$ cat config.mk
export PLATFORM = sky130hd
export DESIGN_NAME = serial_rx_8n1
export DESIGN_NICKNAME = d
export VERILOG_FILES = /design/src/rtl/serial_rx_8n1.sv
export SDC_FILE = /design/constraint.sdc
export NUM_CORES = 1
export LEC_CHECK = 0
export BUFFER_PORTS_ARGS = -buffer_cell sky130_fd_sc_hd__buf_2
export CORE_MARGIN = 2
export CORE_UTILIZATION = 40
export CTS_BUF_LIST = sky130_fd_sc_hd__clkbuf_2 sky130_fd_sc_hd__clkbuf_4 sky130_fd_sc_hd__clkbuf_8
export DETAILED_ROUTE_END_ITERATION = 10
export GPL_TIMING_DRIVEN = 0
export PLACE_DENSITY = 0.62
export SLEW_MARGIN = 20
export SYNTH_ARGS = -nofsm -noshare
export SYNTH_HDL_FRONTEND = slang
export SYNTH_SLANG_ARGS = --single-unit
$ cat constraint.sdc
create_clock -name clk -period 2 [get_ports clk]
set_input_delay 0.4 -clock clk [delete_from_list [all_inputs] [get_ports clk]]
set_output_delay 0.4 -clock clk [all_outputs]
set_load 0.05 [all_outputs]
$ cat src/rtl/serial_rx_8n1.sv
// 8N1 asynchronous serial receiver with a one-byte holding register, ready/valid
// hand-off and sticky frame/overrun error flags.
//
// state   | meaning
// --------+-----------------------------------------------------------
// S_IDLE  | line idle, waiting for rx_s low (start edge)
// S_START | timing half a bit to re-check the start bit mid-bit
// S_DATA  | sampling the eight data bits, LSB first, mid-bit
// S_STOP  | sampling the stop bit; deliver byte or flag a framing error
// S_BREAK | stop bit was low; wait for the line to return high
module serial_rx_8n1 #(
    parameter int unsigned CLKS_PER_BIT = 174
) (
    input  logic       clk,
    input  logic       rst_n,
    input  logic       rx,
    output logic [7:0] rx_data,
    output logic       rx_valid,
    input  logic       rx_ready,
    output logic       frame_err,
    output logic       overrun,
    input  logic       err_clr,
    output logic       busy
);

    localparam int unsigned CNT_W     = $clog2(CLKS_PER_BIT);
    localparam int unsigned HALF_BIT  = CLKS_PER_BIT / 2;
    localparam logic [CNT_W-1:0] HALF_TC = CNT_W'(HALF_BIT - 1);
    localparam logic [CNT_W-1:0] BIT_TC  = CNT_W'(CLKS_PER_BIT - 1);

    typedef enum logic [2:0] {
        S_IDLE,
        S_START,
        S_DATA,
        S_STOP,
        S_BREAK
    } state_t;

    state_t           state;
    logic             rx_meta;
    logic             rx_s;
    logic [CNT_W-1:0] bit_cnt;
    logic [2:0]       bit_idx;
    logic [7:0]       shreg;

    always_ff @(posedge clk) begin
        if (!rst_n) begin
            state     <= S_IDLE;
            rx_meta   <= 1'b1;
            rx_s      <= 1'b1;
            bit_cnt   <= '0;
            bit_idx   <= '0;
            shreg     <= '0;
            rx_data   <= '0;
            rx_valid  <= 1'b0;
            frame_err <= 1'b0;
            overrun   <= 1'b0;
            busy      <= 1'b0;
        end else begin
            rx_meta <= rx;
            rx_s    <= rx_meta;

            // Defaults first; a delivery or error event later in this block overrides them.
            if (rx_valid && rx_ready) begin
                rx_valid <= 1'b0;
            end
            if (err_clr) begin
                frame_err <= 1'b0;
                overrun   <= 1'b0;
            end

            case (state)
                S_IDLE: begin
                    if (!rx_s) begin
                        state   <= S_START;
                        bit_cnt <= '0;
                        busy    <= 1'b1;
                    end
                end

                S_START: begin
                    if (bit_cnt == HALF_TC) begin
                        bit_cnt <= '0;
                        if (rx_s) begin
                            state <= S_IDLE;
                            busy  <= 1'b0;
                        end else begin
                            state   <= S_DATA;
                            bit_idx <= '0;
                        end
                    end else begin
                        bit_cnt <= bit_cnt + 1'b1;
                    end
                end

                S_DATA: begin
                    if (bit_cnt == BIT_TC) begin
                        bit_cnt        <= '0;
                        shreg[bit_idx] <= rx_s;
                        if (bit_idx == 3'd7) begin
                            state <= S_STOP;
                        end else begin
                            bit_idx <= bit_idx + 1'b1;
                        end
                    end else begin
                        bit_cnt <= bit_cnt + 1'b1;
                    end
                end

                S_STOP: begin
                    if (bit_cnt == BIT_TC) begin
                        bit_cnt <= '0;
                        if (rx_s) begin
                            state <= S_IDLE;
                            busy  <= 1'b0;
                            // A same-cycle transfer frees the holding register for the new byte.
                            if (!rx_valid || rx_ready) begin
                                rx_data  <= shreg;
                                rx_valid <= 1'b1;
                            end else begin
                                overrun <= 1'b1;
                            end
                        end else begin
                            state     <= S_BREAK;
                            frame_err <= 1'b1;
                        end
                    end else begin
                        bit_cnt <= bit_cnt + 1'b1;
                    end
                end

                S_BREAK: begin
                    if (rx_s) begin
                        state <= S_IDLE;
                        busy  <= 1'b0;
                    end
                end

                default: begin
                    state <= S_IDLE;
                    busy  <= 1'b0;
                end
            endcase
        end
    end

endmodule

==> flow_summary.json, run 1 <==
{
  "cp.required_ps": 2220,
  "hold_path.startpoint": "rx",
  "arrival_ps": 2090,
  "areaGrowthSynthToFinish_pct": 16.1,
  "grt_first_pass_wirelength_um": 7080,
  "synth_cell_types": 57,
  "critPathCapture": "shreg[5]$_SDFFE_PN0P_",
  "drive_gt1_frac": 0.219,
  "synth_nets": 214,
  "yosysTopAreaCellShare": 0.379,
  "synthXorXnorAreaFrac": 0.00461,
  "ys_seq_elements": 36,
  "cts_htree_levels": 2,
  "fmax_ghz": 0.534,
  "post-route-period-util": 0.936,
  "dr.pass1.iters": 4,
  "cts-root-buf": "clkbuf_8",
  "clk_pin_slew_ps": 70,
  "final_max_slew_viol_count": 0,
  "antenna_found_initial": 0,
  "path_class": "reg2reg",
  "reg2reg_to": "shreg[5]$_SDFFE_PN0P_",
  "cts_tree": "built",
  "start_util": 0.408,
  "rr_worst_depth": 6,
  "status": "finished clean",
  "finalHoldViolCount": 0,
  "final_area_sq_um": 2210,
  "synth-adder-area-share": 0.0329,
  "hold_class": "in2reg",
  "ys.flop_type": "dfxtp_1",
  "worst_slew_pin_slew_ps": 552,
  "wl_per_cell_um": 13.7,
  "core_area_sq_um": 4660,
  "ant_nets": 0,
  "skew_ps": 9.38,
  "power_leakage_nw": 0.827,
  "grt_max_degree": 12,
  "vias": 1548,
  "power_frac_clock": 0.336,
  "final_cell_mix": "dfxtp_1, nand2_1, buf_2",
  "async_flop_share": 0,
  "synth_compound_area_frac": 0.155,
  "synth_top_cells_by_area": "dfxtp_1, mux2i_1, nand2_1",
  "timing.slew.headroom": 0.632,
  "seqPwrFrac": 0.460,
  "num_antenna_cells": 0,
  "crit_path_start": "state[1]$_SDFFE_PN0P_",
  "nNetsFinal": 242,
  "setup_tns_ps": 0,
  "p_int_w": 0.00119,
  "grt_usage": 0.173,
  "cp-end-kind": "flip-flop",
  "synthCells": 204,
  "path_max_fanout": 10,
  "synth-edff-count": 0,
  "die_y_um": 72.9,
  "portBuffers": 15,
  "min_period_ps": 1870,
  "timing.reg2reg.setup_slack_ps": 130,
  "ir_drop_uv": 426,
  "cp-start-kind": "flip-flop",
  "grt_pass1_vias": 1514,
  "gp_congestion": 0.788,
  "max_cap_viol_count": 0,
  "synthMuxAreaShare": 0.0896,
  "synth.cell_area_sq_um": 1900,
  "dp_hpwl_um": 2690,
  "synth_top_family_by_area": "simple AND/OR/NAND/NOR gates",
  "drc": 0,
  "die_width_um": 72.9,
  "num_io_pins": 17,
  "rows": 25,
  "avgViaCountPerCell": 5.39,
  "p_per_area_nw_per_um2": 767,
  "yosys.area.top_type": "dfxtp_1",
  "wirelength_um": 3940,
  "switchingPower_w": 0.000499,
  "avgSynthCellArea_sq_um": 9.31,
  "numCtsBuffers": 5,
  "yosysWarnings": 0,
  "cts.path.max_buffers": 2,
  "cts_hold_buf": 0,
  "yosys.area_share.simple": 0.287,
  "drt_iter0_markers": 91,
  "setup_viol_count_final": 0,
  "p_sw_frac": 0.295,
  "rsz0062_at_grt": "false",
  "insertion_delay_ps": 300,
  "final_common_cell": "dfxtp_1",
  "combinationalPowerShare": 0.204,
  "grt_overflow": 0,
  "dieArea_sq_um": 5320,
  "yosysSeqAreaShare": 0.379,
  "post_dp_cell_area_sq_um": 2040,
  "cts_sinks": 36,
  "reg2reg_from": "state[1]$_SDFFE_PN0P_"
}
==> per-stage QoR <==
step | hold slack [ps] | util | cells | setup slack, ps | power, W
floorplan | 386 | - | 204 | 202 | 0.00103
global placement | 392 | 0.438 | 273 | 16.6 | 0.00110
detailed placement | 396 | 0.438 | 273 | -4.04 | 0.00110
CTS | 282 | 0.465 | 285 | 0.411 | 0.00170
global route | 302 | 0.473 | 287 | 28.3 | 0.00178
finish | 286 | 0.473 | 287 | 128 | 0.00169
==> critical path, cell delays in order, from the launching register on <==
cell	delay (ps)
dfxtp_1	410
buf_4	210
nor3b_2	320
nand4_1	220
buf_4	200
nor3b_1	230
mux2i_1	200
==> Yosys cell counts, types with 5 or more instances <==
cell type,number
nor2_1,18
nor3_1,5
nand2_1,24
dfxtp_1,36
inv_1,6
clkbuf_1,6
o22ai_1,5
a21oi_1,6
ha_1,5
mux2i_1,17
nand3_1,7
==> logic make-up (layout without fill, tap and decap cells) <==
logic type | Yosys count | count (layout)
AOI/OAI and AO/OA | 38 | 38
xor gates and xnor gates | 1 | 1
adders and majority gates | 5 | 5
buffers and inverters | 20 | 49
DFF | 36 | 36
muxes | 17 | 17
and+or+nand+nor | 87 | 87
==> timing repair <==
item | CTS | global route
hold endpoints to repair | 0 | 0
buffers inserted | 3 | 2
gates resized for setup | 0 | 4
setup endpoints to repair | 5 | 23
pin swaps | 2 | 3
cloned | 1 | 0
==> worst min path at each step <==
stage                                     to  cells past startpoint  slack [ps]
final                     rx_meta$_SDFF_PN1_                      2         290
after global routing      rx_meta$_SDFF_PN1_                      2         300
after CTS                 rx_meta$_SDFF_PN1_                      2         280
after detailed placement     rx_s$_SDFF_PN1_                      1         400
after global placement       rx_s$_SDFF_PN1_                      1         390
after floorplan              rx_s$_SDFF_PN1_                      1         390
==> registers in the layout, indices dropped and copies added (netlist names), 3 cells and up <==
| name | cells |
|---|---|
| bit_cnt | 8 |
| rx_data | 8 |
| shreg | 8 |
| bit_idx | 3 |
| state | 3 |
==> final cells by class <==
type                            count  area, sq um
Fill cell                         457         2450
Multi-Input combinational cell    148         1090
Sequential cell                    36          724
Timing Repair Buffer               21          130
Clock buffer                        7         90.1
Buffer                             14         76.3
Tap cell                           54         67.6
Inverter                            6         22.5
Clock inverter                      1         7.51
==> routing by layer <==
layer	GRT usage	wire (um)	vias to the layer above
li1	-	-	793
met1	0.229	1900	718
met2	0.277	1800	29
met3	0.0497	168	8
met4	0.0494	70	0
met5	0	0	-
==> power groups by stage <==
stage          sequential, W  clock, W  combinational, W
5_1_grt             0.000784  0.000611          0.000387
3_5_place_dp        0.000788         0          0.000312
2_1_floorplan       0.000815         0          0.000217
4_1_cts             0.000771  0.000582          0.000346
6_report            0.000778  0.000568          0.000346
3_3_place_gp        0.000787         0          0.000314
(Power assumes the default switching activity.)
==> inputs of run 2 (changes only) <==
--- a/config.mk
+++ b/config.mk
@@ -6,6 +6,7 @@
 export NUM_CORES = 1
 export LEC_CHECK = 0
 export BUFFER_PORTS_ARGS = -buffer_cell sky130_fd_sc_hd__buf_2
+export CORE_ASPECT_RATIO = 1.2
 export CORE_MARGIN = 2
 export CORE_UTILIZATION = 40
 export CTS_BUF_LIST = sky130_fd_sc_hd__clkbuf_2 sky130_fd_sc_hd__clkbuf_4 sky130_fd_sc_hd__clkbuf_8
==> flow_summary.json, run 2 (synthesis gave the netlist of run 1 again) <==
{
  "die_y_um": 79.5,
  "power_frac_clock": 0.371,
  "num_antenna_cells": 0,
  "setup_tns_ps": 0,
  "fillCellCount": 459,
  "switchingPower_w": 0.000510,
  "final_area_sq_um": 2220,
  "p_sw_frac": 0.286,
  "wl_per_cell_um": 13.8,
  "drc": 0,
  "rsz0062_at_grt": "false",
  "setup_viol_count_final": 0,
  "antenna_found_initial": 0,
  "nNetsFinal": 243,
  "drt_iter0_markers": 87,
  "largestRegisters": "bit_cnt x8, rx_data x8, shreg x8",
  "cts-root-buf": "clkbuf_8",
  "path_class": "reg2reg",
  "insertion_delay_ps": 290,
  "grt_first_pass_wirelength_um": 6960,
  "combinationalPowerShare": 0.198,
  "power_leakage_nw": 0.833,
  "path_max_fanout": 10,
  "drive_gt1_frac": 0.218,
  "post_dp_cell_area_sq_um": 2050,
  "grt_pass1_vias": 1429,
  "post-place-ws_ps": 24.9,
  "min_period_ps": 1900,
  "status": "finished clean",
  "cp.required_ps": 2190,
  "max_cap_viol_count": 0,
  "cp-start-kind": "flip-flop",
  "core_area_sq_um": 4590,
  "dieArea_sq_um": 5320,
  "worst_slew_pin_slew_ps": 518,
  "vias": 1553,
  "cts_sinks": 36,
  "cts.path.max_buffers": 2,
  "cts_htree_levels": 2,
  "grt_overflow": 0,
  "post-route-period-util": 0.951,
  "grt_usage": 0.172,
  "final_common_cell": "dfxtp_1",
  "seqPwrFrac": 0.431,
  "dr.pass1.iters": 4,
  "cts_tree": "built",
  "fmax_ghz": 0.526,
  "ant_nets": 0,
  "final_max_slew_viol_count": 0,
  "die_width_um": 66.9,
  "timing.slew.headroom": 0.655,
  "dp_hpwl_um": 2850,
  "grt_max_degree": 14,
  "hold_ws_ps": 280,
  "ir_drop_uv": 445,
  "avgViaCountPerCell": 5.32,
  "areaGrowthSynthToFinish_pct": 16.8,
  "gp_congestion": 0.801,
  "clk_pin_slew_ps": 80,
  "p_int_w": 0.00127,
  "start_util": 0.413,
  "skew_ps": 4.27,
  "portBuffers": 15,
  "wirelength_um": 4040,
  "numCtsBuffers": 5,
  "final_cell_mix": "dfxtp_1, nand2_1, buf_2, nor2_1, mux2i_1",
  "cp-end-kind": "flip-flop",
  "hold_class": "in2reg",
  "num_io_pins": 17,
  "arrival_ps": 2090,
  "p_per_area_nw_per_um2": 804,
  "fin_ws_ps": 98.0,
  "rows": 27,
  "finalHoldViolCount": 0
}
run 2: final timing paths:
path,slack [ps],depth (start not counted),start,endpoint
worst max register to register,100,7,bit_cnt[0]$_SDFFE_PN0P_,busy$_SDFFE_PN0P_
worst min-delay path,280,2,rx,rx_meta$_SDFF_PN1_
worst min register to register,410,1,rx_meta$_SDFF_PN1_,rx_s$_SDFF_PN1_
worst max-delay path,100,7,bit_cnt[0]$_SDFFE_PN0P_,busy$_SDFFE_PN0P_
run 2: metal layers:
| layer | part of all wire | routed length, um | GRT usage |
|---|---|---|---|
| met3 | 0.035 | 141 | 0.0494 |
| met1 | 0.45 | 1830 | 0.222 |
| met2 | 0.50 | 2010 | 0.277 |
| met5 | 0 | 0 | 0 |
| met4 | 0.013 | 53 | 0.0510 |
run 2: area by class of cell:
cell class              count  area, sq um  share of cell area
clock buffers               5         68.8              0.0310
plain buffers              14         76.3              0.0344
clock inverters             3         46.3              0.0209
inverters                   6         22.5              0.0102
repair buffers             22          128              0.0575
flip-flops and latches     36          724               0.327
multi-input cells         148         1080               0.487
well taps                  58         72.6              0.0327
run 2: power groups by stage:
stage               combinational, W  sequential [W]  clock, W
finish                      0.000352        0.000769  0.000661
global route                0.000388        0.000774  0.000717
CTS                         0.000320        0.000770  0.000680
detailed placement          0.000318        0.000788         0
global placement            0.000318        0.000787         0
floorplan                   0.000217        0.000815         0
run 2: through the flow:
step                utilization  cells  total power, W
floorplan                     -    204         0.00103
global placement          0.446    277         0.00110
detailed placement        0.446    277         0.00111
CTS                       0.471    285         0.00177
global route              0.483    292         0.00188
finish                    0.483    292         0.00178
run 2: worst max-delay path, cell delays in order (launching register included):
cell and delay (ps):
dfxtp_4 350, inv_1 70, ha_1 200, and4bb_2 240
a2111oi_4 440, buf_6 210, nor3b_1 60, o221a_2 240
run 2: timing repair:
action                                 in CTS  in global routing
resized for setup                           0                  2
buffers inserted                            0                  7
setup endpoints to repair                   0                 20
hold buffers                                0                  0
endpoints found under the hold margin       0                  0
